`src/rtl/klotski_board_decoder.sv`:
```
// klotski_board_decoder: sequences the grid sampler, thresholds and decodes 16 tile IDs,
// validates the permutation, debounces across frames and publishes a stable 4x4 board.
module klotski_board_decoder #(
   parameter int THRESHOLD     = 6,
   parameter int STABLE_FRAMES = 2,
   parameter int TIMEOUT_CYC   = 2000000
) (
   input  logic                   i_Clk,
   input  logic                   i_rst_n,
   input  logic                   i_enable,
   output logic                   o_scan_start,
   input  logic                   i_scan_done,
   input  logic [7:0][7:0][3:0]   i_red_sum,
   output logic [3:0][3:0][3:0]   o_board,
   output logic [3:0]             o_blank_pos,
   output logic                   o_board_valid,
   output logic                   o_updated,
   output logic                   o_frame_err,
   output logic                   o_timeout
);
   localparam logic [3:0]  TH   = 4'(THRESHOLD);
   localparam logic [2:0]  SF   = 3'(STABLE_FRAMES);
   localparam logic [20:0] TLIM = 21'(TIMEOUT_CYC - 1);

   typedef enum logic [2:0] {S_IDLE, S_REQ, S_WAIT, S_DECODE, S_CHECK, S_PUBLISH} state_t;
   state_t state, state_nx;

   logic [7:0][7:0][3:0] snap;
   logic [3:0][3:0][3:0] cand, prev;
   logic [15:0]          seen;
   logic [2:0]           stable;
   logic [20:0]          tmo_cnt;
   logic [3:0]           t, id, blank;
   logic                 last_ok, tmo_hit, valid, publish;
   logic [2:0]           y0, y1, x0, x1;

   // Tile t covers the 2x2 cell block at rows 2r..2r+1, cols 2c..2c+1.
   assign y0 = {t[3:2], 1'b0};
   assign y1 = {t[3:2], 1'b1};
   assign x0 = {t[1:0], 1'b0};
   assign x1 = {t[1:0], 1'b1};
   assign id = {snap[y0][x0] > TH, snap[y0][x1] > TH, snap[y1][x0] > TH, snap[y1][x1] > TH};
   assign tmo_hit = tmo_cnt == TLIM;
   assign valid = &seen;
   assign publish = last_ok && stable >= SF && (!o_board_valid || cand != o_board);

   always_comb begin
      blank = 4'd0;
      for (int i = 0; i < 16; i++)
         if (cand[i[3:2]][i[1:0]] == 4'd0) blank = i[3:0];
   end

   always_comb begin
      state_nx = state;
      case (state)
         S_IDLE:    state_nx = i_enable ? S_REQ : S_IDLE;
         S_REQ:     state_nx = S_WAIT;
         S_WAIT:    state_nx = i_scan_done ? S_DECODE : (tmo_hit ? S_REQ : S_WAIT);
         S_DECODE:  state_nx = (t == 4'd15) ? S_CHECK : S_DECODE;
         S_CHECK:   state_nx = S_PUBLISH;
         S_PUBLISH: state_nx = i_enable ? S_REQ : S_IDLE;
         default:   state_nx = S_IDLE;
      endcase
   end

   always_ff @(posedge i_Clk or negedge i_rst_n)
      if (!i_rst_n) state <= S_IDLE;
      else state <= state_nx;

   // Pulses are registered from the state that decides them, so each appears one cycle later.
   always_ff @(posedge i_Clk or negedge i_rst_n) begin
      if (!i_rst_n) begin
         o_scan_start  <= 1'b0;
         o_timeout     <= 1'b0;
         o_frame_err   <= 1'b0;
         o_updated     <= 1'b0;
         o_board       <= '0;
         o_blank_pos   <= 4'd0;
         o_board_valid <= 1'b0;
         snap          <= '0;
         cand          <= '0;
         prev          <= '0;
         seen          <= 16'd0;
         stable        <= 3'd0;
         tmo_cnt       <= 21'd0;
         t             <= 4'd0;
         last_ok       <= 1'b0;
      end else begin
         o_scan_start <= state == S_REQ;
         o_timeout    <= state == S_WAIT && !i_scan_done && tmo_hit;
         o_frame_err  <= state == S_CHECK && !valid;
         o_updated    <= state == S_PUBLISH && publish;
         if (state == S_REQ) tmo_cnt <= 21'd0;
         if (state == S_WAIT) begin
            tmo_cnt <= tmo_cnt + 21'd1;
            if (i_scan_done) begin
               snap <= i_red_sum;
               t    <= 4'd0;
               seen <= 16'd0;
            end else if (tmo_hit) stable <= 3'd0;
         end
         if (state == S_DECODE) begin
            cand[t[3:2]][t[1:0]] <= id;
            seen[id]             <= 1'b1;
            t                    <= t + 4'd1;
         end
         if (state == S_CHECK) begin
            last_ok <= valid;
            if (!valid) stable <= 3'd0;
            else begin
               prev   <= cand;
               stable <= (cand != prev) ? 3'd1 : (stable >= SF ? SF : stable + 3'd1);
            end
         end
         if (state == S_PUBLISH && publish) begin
            o_board       <= cand;
            o_blank_pos   <= blank;
            o_board_valid <= 1'b1;
         end
      end
   end
endmodule

```
`config.mk`:
```
export PLATFORM = sky130hd
export DESIGN_NAME = klotski_board_decoder
export DESIGN_NICKNAME = d
export VERILOG_FILES = /design/src/rtl/klotski_board_decoder.sv
export SDC_FILE = /design/constraint.sdc
export NUM_CORES = 1
export LEC_CHECK = 0
export BUFFER_PORTS_ARGS = -buffer_cell sky130_fd_sc_hd__buf_2
export CORE_MARGIN = 3
export CORE_UTILIZATION = 35
export DETAILED_ROUTE_END_ITERATION = 8
export PLACE_DENSITY = 0.58
export SYNTH_ARGS = -nofsm -noshare
export SYNTH_HDL_FRONTEND = slang
export SYNTH_SLANG_ARGS = --single-unit
```
`constraint.sdc`:
```
create_clock -name i_Clk -period 2.2 [get_ports i_Clk]
set_input_delay 0.22 -clock i_Clk [delete_from_list [all_inputs] [get_ports i_Clk]]
set_output_delay 0.22 -clock i_Clk [all_outputs]
set_load 0.05 [all_outputs]
```
; Word-level counts from Yosys, hierarchy flattened
; Index checks and enable logic that the tools add are counted.
[word_totals]
register_bits = 505
[classes]
n_mux = 54
n_eq_ne = 10
add_sub_neg = 3
reduce_logical = 40
bitwise = 1
n_lt_le_gt_ge = 15
[ops]
columns = op, count
row1 = 32-bit binary-select mux with 2-bit select, 2
row2 = 64-bit inequality test, 2
row3 = 4-bit 2-to-1 mux, 20
row4 = 64-bit bitwise mux, 1
row5 = 16-bit 2-to-1 mux, 4
row6 = 32-bit 2-to-1 mux, 2
row7 = 4-bit zero test, 15
row8 = 21-bit 2-to-1 mux, 2
row9 = 4-bit binary-select mux with 2-bit select, 4
row10 = 16-bit demux with 2-bit select, 1
row11 = 3-bit 2-to-1 mux, 8
row12 = "21-bit by 1-bit adder with 21-bit output, second input constant", 1
row13 = "21-bit == test, second input constant", 1
row14 = 17-bit AND reduction, 1
row15 = "4-bit by 3-bit > comparator with 1-bit output, second input constant", 4
row16 = "3-bit by 4-bit < comparator with 1-bit output, second input constant", 4
row17 = 16-bit OR, 1
row18 = 16-bit AND reduction, 1
row19 = 3-bit one-hot mux with 5 select lines, 1
row20 = 2-bit nonzero test, 5
row21 = 1-bit logical AND, 9
row22 = 4-bit demux with 2-bit select, 1
row23 = 2-bit 2-to-1 mux, 4
row24 = "3-bit by 2-bit == test with 1-bit output, second input constant", 2
row25 = other kinds (19), 27

; Depth between registers and ports, before layout
; Gate-level depths: netlist of the first run.
[logic_depth]
ltp_word = 16
depth_mapped = 9

; Worst setup path after synthesis of the first run
; No wires, ideal clock.
[synth_timing]
path_type = reg2reg
start = register o_board[27] in the netlist's numbering
end = register o_board[0] in the netlist's numbering
arrival_time_ps = 2132
stages_incl_launch_ff = 9
n_path_buf = 2
setup_slack_ps = -60
required_time_ps = 2072
path_cell_list = dfrtp_1 xnor2_1 o221ai_1 nor4_1 nand4_1 o21ai_1 buf_4 buf_6 mux2_1
[synth_via]
elab_chain_cells = 4
[synth_lines]
columns = item, line_no
row1 = "start, declared", 14  ; output logic [3:0][3:0][3:0] o_board,
row2 = "start signal, assigned", 116  ; o_board <= cand;
row3 = 64-bit inequality test, 45  ; assign publish = last_ok && stable >= SF && (!o_board_valid || cand != o_board);
row4 = 1-bit logical OR, 45
row5 = 1-bit logical AND, 45
row6 = 1-bit logical AND, 115  ; if (state == S_PUBLISH && publish) begin
; Every way passes these cells.
; A chain may end at the register's enable or synchronous reset.

; Worst setup path in the final report of the first run
[layout_timing]
start = register cand[27] in the netlist's numbering
end = register o_board[46] in the netlist's numbering
[layout_via]
elab_chain_cells = 4
[layout_lines]
columns = item, line_no
row1 = "start, declared", 29  ; logic [3:0][3:0][3:0] cand, prev;
row2 = "start signal, assigned by index", 103  ; cand[t[3:2]][t[1:0]] <= id;
row3 = 64-bit inequality test, 45
row4 = 1-bit logical OR, 45
row5 = 1-bit logical AND, 45
row6 = 1-bit logical AND, 115
; Every way passes these cells.

==> results of run 1 <==
[critical path: cells and delay by family, from the launching register on]
kind,cells,cell delay (ns)
multiplexers,1,0.32
flip-flops,1,0.40
AO/OA/AOI/OAI,2,0.31
XOR/XNOR,1,0.21
buffers and inverters,4,0.68
AND/OR/NAND/NOR,2,0.42
[per-stage QoR]
stage / total power [uW] / util [%]
after detailed placement: 25600 / 42.6
after global placement: 25200 / 42.6
after global routing: 40800 / 52.2
final: 38700 / 52.2
after CTS: 37900 / 51.6
after floorplan: 20300 / -
[cell usage after synthesis (4+ instances only)]
cell,number
mux2_1,37
a311oi_1,14
buf_2,13
mux2i_1,8
o22ai_1,6
dfrtp_1,505
or4_1,6
buf_6,7
a21oi_1,53
o21ai_0,55
inv_1,19
nand2b_1,6
buf_1,4
mux4_2,8
a31oi_1,48
and3_1,4
nand2_1,825
o31ai_1,5
nor3_1,5
nor2_1,73
ha_1,6
mux2_2,98
xor2_1,14
nand4_1,45
nand3_1,34
a2111oi_0,4
o211ai_1,5
nor4_1,28
o21ai_1,11
clkbuf_1,79
xnor2_1,110
[worst max path at each step]
stage                       startpoint                         end  slack, ns  cells past startpoint
2_1_floorplan  o_board[54]$_DFFE_PN0P_      o_board[0]$_DFFE_PN0P_      0.002                      8
3_3_place_gp      cand[27]$_DFFE_PN0P_  o_blank_pos[2]$_DFFE_PN0P_      -0.37                     11
3_5_place_dp      cand[27]$_DFFE_PN0P_  o_blank_pos[3]$_DFFE_PN0P_      -0.33                     11
4_1_cts        o_board[11]$_DFFE_PN0P_     o_board[12]$_DFFE_PN0P_      -0.17                     10
5_1_grt           cand[27]$_DFFE_PN0P_     o_board[63]$_DFFE_PN0P_      -0.36                     10
6_report          cand[27]$_DFFE_PN0P_     o_board[46]$_DFFE_PN0P_      -0.26                     10
[registers in the layout, summed over array words and instances (netlist names), 3 cells and up]
register     count
prev            64
snap           256
tmo_cnt         21
cand            64
o_blank_pos      4
seen            16
stable           3
t                4
state            3
o_board         64
[power by group through the flow]
stage	Sequential [uW]	Combinational (uW)	Clock, uW
2_1_floorplan	13600	6660	0
3_3_place_gp	13700	11500	0
3_5_place_dp	13800	11700	0
4_1_cts	13800	14000	10100
5_1_grt	14200	16100	10500
6_report	13900	14900	9880
[cell type report]
cell class	count	area (um^2)	share of cell area, %
Sequential cell	505	12700	39.8
Clock inverter	20	353	1.11
Clock buffer	82	1590	4.99
Antenna cell	2	5.00	0.0157
Tap cell	828	1040	3.25
Multi-Input combinational cell	1551	9420	29.6
Inverter	21	86.3	0.271
Timing Repair Buffer	841	6670	20.9
[cell families (layout without fill, tap and decap cells)]
kind of cell	Yosys count	after routing	share of synthesized area, %
and+or+nand+nor	1047	1047	19.7
DFF	505	505	58.0
AOI/OAI and AO/OA	222	222	6.22
muxes	151	151	8.17
buffers and inverters	125	964	2.49
xor gates and xnor gates	124	124	4.99
adders and majority gates	7	7	0.391
other	0	2	0
[per-layer routing]
layer	share of wire (%)	global-route usage, %	vias up
met5	0	0	-
met4	3.7	8.54	0
met3	5.6	3.44	170
met2	49	37.6	668
met1	41	28.4	9372
li1	-	-	8872
[repair_timing]
item                                    4_1_cts  5_1_grt
gates cloned                                  9        2
pin swaps                                    20       38
resized for setup                           126       91
endpoints found under the setup margin      130      133
setup buffers                                18        8
hold endpoints to repair                    618        0
hold buffers                                258        0
==> metrics.cfg, run 1 <==
[floorplanning]
die_h_um=255
io_pins=333
coreArea_um2=60900
fp-row-count=90
chipWidth_um=255
die_area_um2=65300
floorplan.initialDensity_pct=35.8

[global_route]
grt_usage_pct=22.1
grt-ovfl-total=0
grt_pass1_vias=20000
grt_pass1_wl_um=114000
grt_max_degree=174
antenna_found_initial=2

[drt]
vias=19100
routed_wl_um=73100
wl_per_cell_um=19.0
drt_first_pass_iters=5
drc=0
viasPerCell=4.96
drt-initial-drc-count=1362
detail-route-antenna-nets=0

[layout]
final_nets=3241
syn2layout_area_growth_pct=46.1
finalInstanceArea_um2=31800
drive_gt1_share_pct=30.7
fillerInstances=5290
final_cell_count_no_fill=3850
layout_commonest_cell=nand2_1
layout_common_cells=821 x nand2_1, 479 x dfrtp_1, 331 x buf_2

[hold_path]
hold_path_end=state[0]$_DFF_PN0_
hold_path.class=primary input to register
min-delay-start=i_enable
holdPathStages=4

[logic_synthesis]
async_flop_share_pct=100
synth.net_count=2447
yosys_warnings=0
synth_area_um2=21800
synth_ff_type=dfrtp_1
synth_area_leaders=dfrtp_1 58%, nand2_1 14%, mux2_2 5.1%
synth_seq_area_share_pct=58.0
syn_inst=2181
synth_edf_count=0
yosysTopAreaCell=dfrtp_1
ys_ff_latch=505
synth.lib_cells_used.distinct=58
syn-mean-instance-area_um2=9.99
synth.top_cell.area_share_pct=58.0

[timing]
fin_crit_ns=2.46
max_freq_mhz=406
clock_skew_ns=0.0373
rsz0062_at_grt=yes
finalSetupTns_ns=-14.68
hold_viol=0
whs_ns=0.0637
slew_headroom_pct=50.8
fin_crit_sh_pct=112
setup_viol=72
slew_viol_final=0
setup_ws_ns=-0.264
tightest_slew_ns=0.738

[power_and_ir_drop]
p_switching_uw=14100
leakagePower_uw=0.0159
seqPwrFrac_pct=36.0
internal_power_uw=24600
pwr_density_cell_nw_per_um2=1210
vdd_drop_max_v=0.000836
pwr-share-comb_pct=38.4
power.share.switching_pct=36.4
clkPwrFrac_pct=25.6

[clocking]
cts_tree=done
cts_buffers=55
clk_pin_slew_ns=0.06
cts_max_level=2
clk_path_buf_depth=3
clock_tree.root_cell=clkbuf_16
clkSinkCount=505
clk_latency_ns=0.62

[outcome]
failed_checks=negative setup slack
status=finished with violations

[setup_path]
worstSetupStartpointType=register
reg2reg_slack_ns=-0.26
end_kind=register
cp_data_arrival_time_ns=2.95
reg2regPathDepth=10
slowest_stage=dfrtp_1
max_stage_delay_ns=0.40
rr_startpoint=cand[27]$_DFFE_PN0P_
reg2reg_to=o_board[46]$_DFFE_PN0P_
worstPathCellList=xnor2_2 > o221ai_2 > nor4_2 > buf_4 > nand4_1 > buf_4 > o21ai_4 > buf_8 > clkbuf_16 > mux2_1
crit_required_ns=2.68
cpMostUsedCell=buf_4
critical_path_class=register to register
cp_max_fo=7

[place]
placed_cell_area_um2=26000
hpwl_um=49300
dp.cells=3458
port_buffers=332
dp_worst_setup_slack_ns=-0.333
place_congestion=0.895

[run]
maxCapViolCount=0

No activity file was read; power rests on OpenSTA's default activity.
==> run 2: changes to the inputs <==
--- a/config.mk
+++ b/config.mk
@@ -5,7 +5,7 @@
 export SDC_FILE = /design/constraint.sdc
 export NUM_CORES = 1
 export LEC_CHECK = 0
-export BUFFER_PORTS_ARGS = -buffer_cell sky130_fd_sc_hd__buf_2
+export BUFFER_PORTS_ARGS = -buffer_cell sky130_fd_sc_hd__buf_4
 export CORE_MARGIN = 3
 export CORE_UTILIZATION = 35
 export DETAILED_ROUTE_END_ITERATION = 8
==> metrics.cfg, run 2 (same netlist as run 1, synthesis figures left out) <==
[outcome]
status=finished with violations  ; unchanged
failed_checks=negative setup slack  ; unchanged

[place]
hpwl_um=49100  ; was 49300 um
placed_cell_area_um2=26800  ; was 26000 um^2
place_congestion=0.887  ; was 0.895
port_buffers=332  ; unchanged
dp_worst_setup_slack_ns=-0.324  ; was -0.333 ns

[power_and_ir_drop]
pwr-share-comb_pct=38.6  ; was 38.4%
clkPwrFrac_pct=25.0  ; was 25.6%
vdd_drop_max_v=0.000833  ; was 0.000836 V
p_switching_uw=14000  ; was 14100 uW
leakagePower_uw=0.0162  ; was 0.0159 uW
internal_power_uw=23900  ; was 24600 uW
pwr_density_cell_nw_per_um2=1160  ; was 1210 nW/um^2
seqPwrFrac_pct=36.5  ; was 36.0%
power.share.switching_pct=37.0  ; was 36.4%

[clocking]
cts_max_level=2  ; unchanged
clkSinkCount=505  ; unchanged
clock_tree.root_cell=clkbuf_16  ; unchanged
clk_pin_slew_ns=0.06  ; about the same
clk_path_buf_depth=3  ; unchanged
cts_buffers=55  ; unchanged
clk_latency_ns=0.63  ; was 0.62 ns
cts_tree=done  ; unchanged

[floorplanning]
chipWidth_um=255  ; unchanged
die_area_um2=65300  ; unchanged
io_pins=333  ; unchanged
floorplan.initialDensity_pct=35.8  ; unchanged
fp-row-count=90  ; unchanged
die_h_um=255  ; unchanged
coreArea_um2=60900  ; unchanged

[timing]
finalSetupTns_ns=-17.72  ; was -14.68 ns
slew_viol_final=0  ; unchanged
whs_ns=0.0282  ; was 0.0637 ns
setup_viol=98  ; was 72
clock_skew_ns=0.0451  ; was 0.0373 ns
fin_crit_ns=2.52  ; was 2.46 ns
hold_viol=0  ; unchanged
fin_crit_sh_pct=115  ; was 112%
slew_headroom_pct=59.5  ; was 50.8%
rsz0062_at_grt=yes  ; unchanged
tightest_slew_ns=0.607  ; was 0.738 ns
max_freq_mhz=397  ; was 406 MHz
setup_ws_ns=-0.320  ; was -0.264 ns

[hold_path]
holdPathStages=4  ; unchanged
hold_path.class=primary input to register  ; unchanged

[setup_path]
worstPathCellList=xnor2_1 > nand4_1 > nor4_2 > nand4_1 > o21ai_4 > buf_12 > buf_12 > buf_12 > mux2_2  ; was xnor2_2 > o221ai_2 > nor4_2 > buf_4 > nand4_1 > buf_4 > o21ai_4 > buf_8 > clkbuf_16 > mux2_1
cpMostUsedCell=buf_12  ; was buf_4
crit_required_ns=2.70  ; was 2.68 ns
end_kind=register  ; unchanged
worstSetupStartpointType=register  ; unchanged
cp_data_arrival_time_ns=3.02  ; was 2.95 ns
max_stage_delay_ns=0.39  ; was 0.40 ns
slowest_stage=dfrtp_1  ; unchanged
critical_path_class=register to register  ; unchanged
cp_max_fo=7  ; unchanged
reg2regPathDepth=9  ; was 10

[drt]
drc=0  ; unchanged
drt_first_pass_iters=5  ; unchanged
wl_per_cell_um=19.2  ; was 19.0 um
drt-initial-drc-count=1342  ; was 1362
routed_wl_um=73900  ; was 73100 um
viasPerCell=4.98  ; was 4.96
detail-route-antenna-nets=0  ; unchanged
vias=19200  ; was 19100

[layout]
syn2layout_area_growth_pct=50.1  ; was 46.1%
finalInstanceArea_um2=32700  ; was 31800 um^2
final_nets=3236  ; was 3241
drive_gt1_share_pct=30.8  ; was 30.7%
largest_reg_flops=256  ; unchanged
regMostFlops=snap  ; unchanged
layout_commonest_cell=nand2_1  ; unchanged
layout_common_cells=820 x nand2_1, 524 x buf_4, 480 x dfrtp_1  ; was 821 x nand2_1, 479 x dfrtp_1, 331 x buf_2

[global_route]
grt_pass1_wl_um=113000  ; was 114000 um
grt_pass1_vias=19500  ; was 20000
antenna_found_initial=3  ; was 2
grt-ovfl-total=0  ; unchanged
grt_usage_pct=22.1  ; about the same
grt_max_degree=150  ; was 174

[run]
maxCapViolCount=0  ; unchanged

==> run 2: cell types whose count changed in the layout (fill, tap and decap cells not counted), moves of 4 or more <==
cell       delta
buf_2       -331
clkbuf_8     +11
buf_6         -6
buf_12        +7
buf_4       +321
o21ai_2       -5
clkbuf_1     -11
bufinv_16     -7
o21ai_1       +9
clkinv_2      +5
a311oi_1      +4
==> run 2: per-layer routing <==
layer | routed length [um] | GRT usage (%) | up-vias | share of wire (%)
met4 | 2400 | 7.27 | 0 | 3.2
met1 | 30400 | 28.0 | 9512 | 41
li1 | - | - | 8882 | -
met3 | 4020 | 3.61 | 146 | 5.4
met2 | 37100 | 38.5 | 616 | 50
met5 | 0 | 0 | - | 0
==> run 2: final cells by class <==
type                       instances  area [um^2]
multi-input combinational       1551         9430
antenna                            3         7.51
sequential                       505        12700
clock inverter                    21          228
inverter                          21         86.3
tap                              828         1040
clock buffer                      81         1670
timing repair buffer             836         7570
fill                            5205        28200
==> run 2: through the flow <==
step,instances,total power (uW),util (%)
final,3846,37900,53.7
after global routing,3846,40100,53.7
after CTS,3829,36400,52.6
after detailed placement,3453,25700,44.0
after floorplan,2181,20300,-
after global placement,3453,25400,44.0
==> run 2: worst paths after layout <==
path	from	endpoint	slack (ns)
max	cand[36]$_DFFE_PN0P_	o_board[35]$_DFFE_PN0P_	-0.32
min	i_enable	state[0]$_DFF_PN0_	0.03
max reg2reg	cand[36]$_DFFE_PN0P_	o_board[35]$_DFFE_PN0P_	-0.32
min reg2reg	snap[245]$_DFFE_PN0P_	snap[245]$_DFFE_PN0P_	0.47
max in group asynchronous	i_rst_n	snap[40]$_DFFE_PN0P_	1.28
min in group asynchronous	i_rst_n	snap[161]$_DFFE_PN0P_	0.15
==> run 2: power groups by stage <==
| stage | logic (uW) | clock network, uW | registers (uW) |
|---|---|---|---|
| after floorplan | 6660 | 0 | 13600 |
| after global placement | 11700 | 0 | 13700 |
| after detailed placement | 11800 | 0 | 13900 |
| after CTS | 13000 | 9680 | 13800 |
| after global routing | 15900 | 10100 | 14200 |
| final | 14600 | 9470 | 13800 |
==> run 2: what timing repair did <==
item	CTS	global route
setup buffers	8	11
pin swaps	12	34
endpoints found under the hold margin	396	0
gates cloned	9	6
hold buffers	258	0
endpoints found under the setup margin	122	129
gates resized for setup	92	134
==> run 2: critical path, delay by kind of cell (launching register included) <==
family	cells	cell delay, ns
buf+inv	3	0.42
xor+xnor	1	0.23
compound gates	1	0.25
flops	1	0.39
mux	1	0.34
simple gates	3	0.78
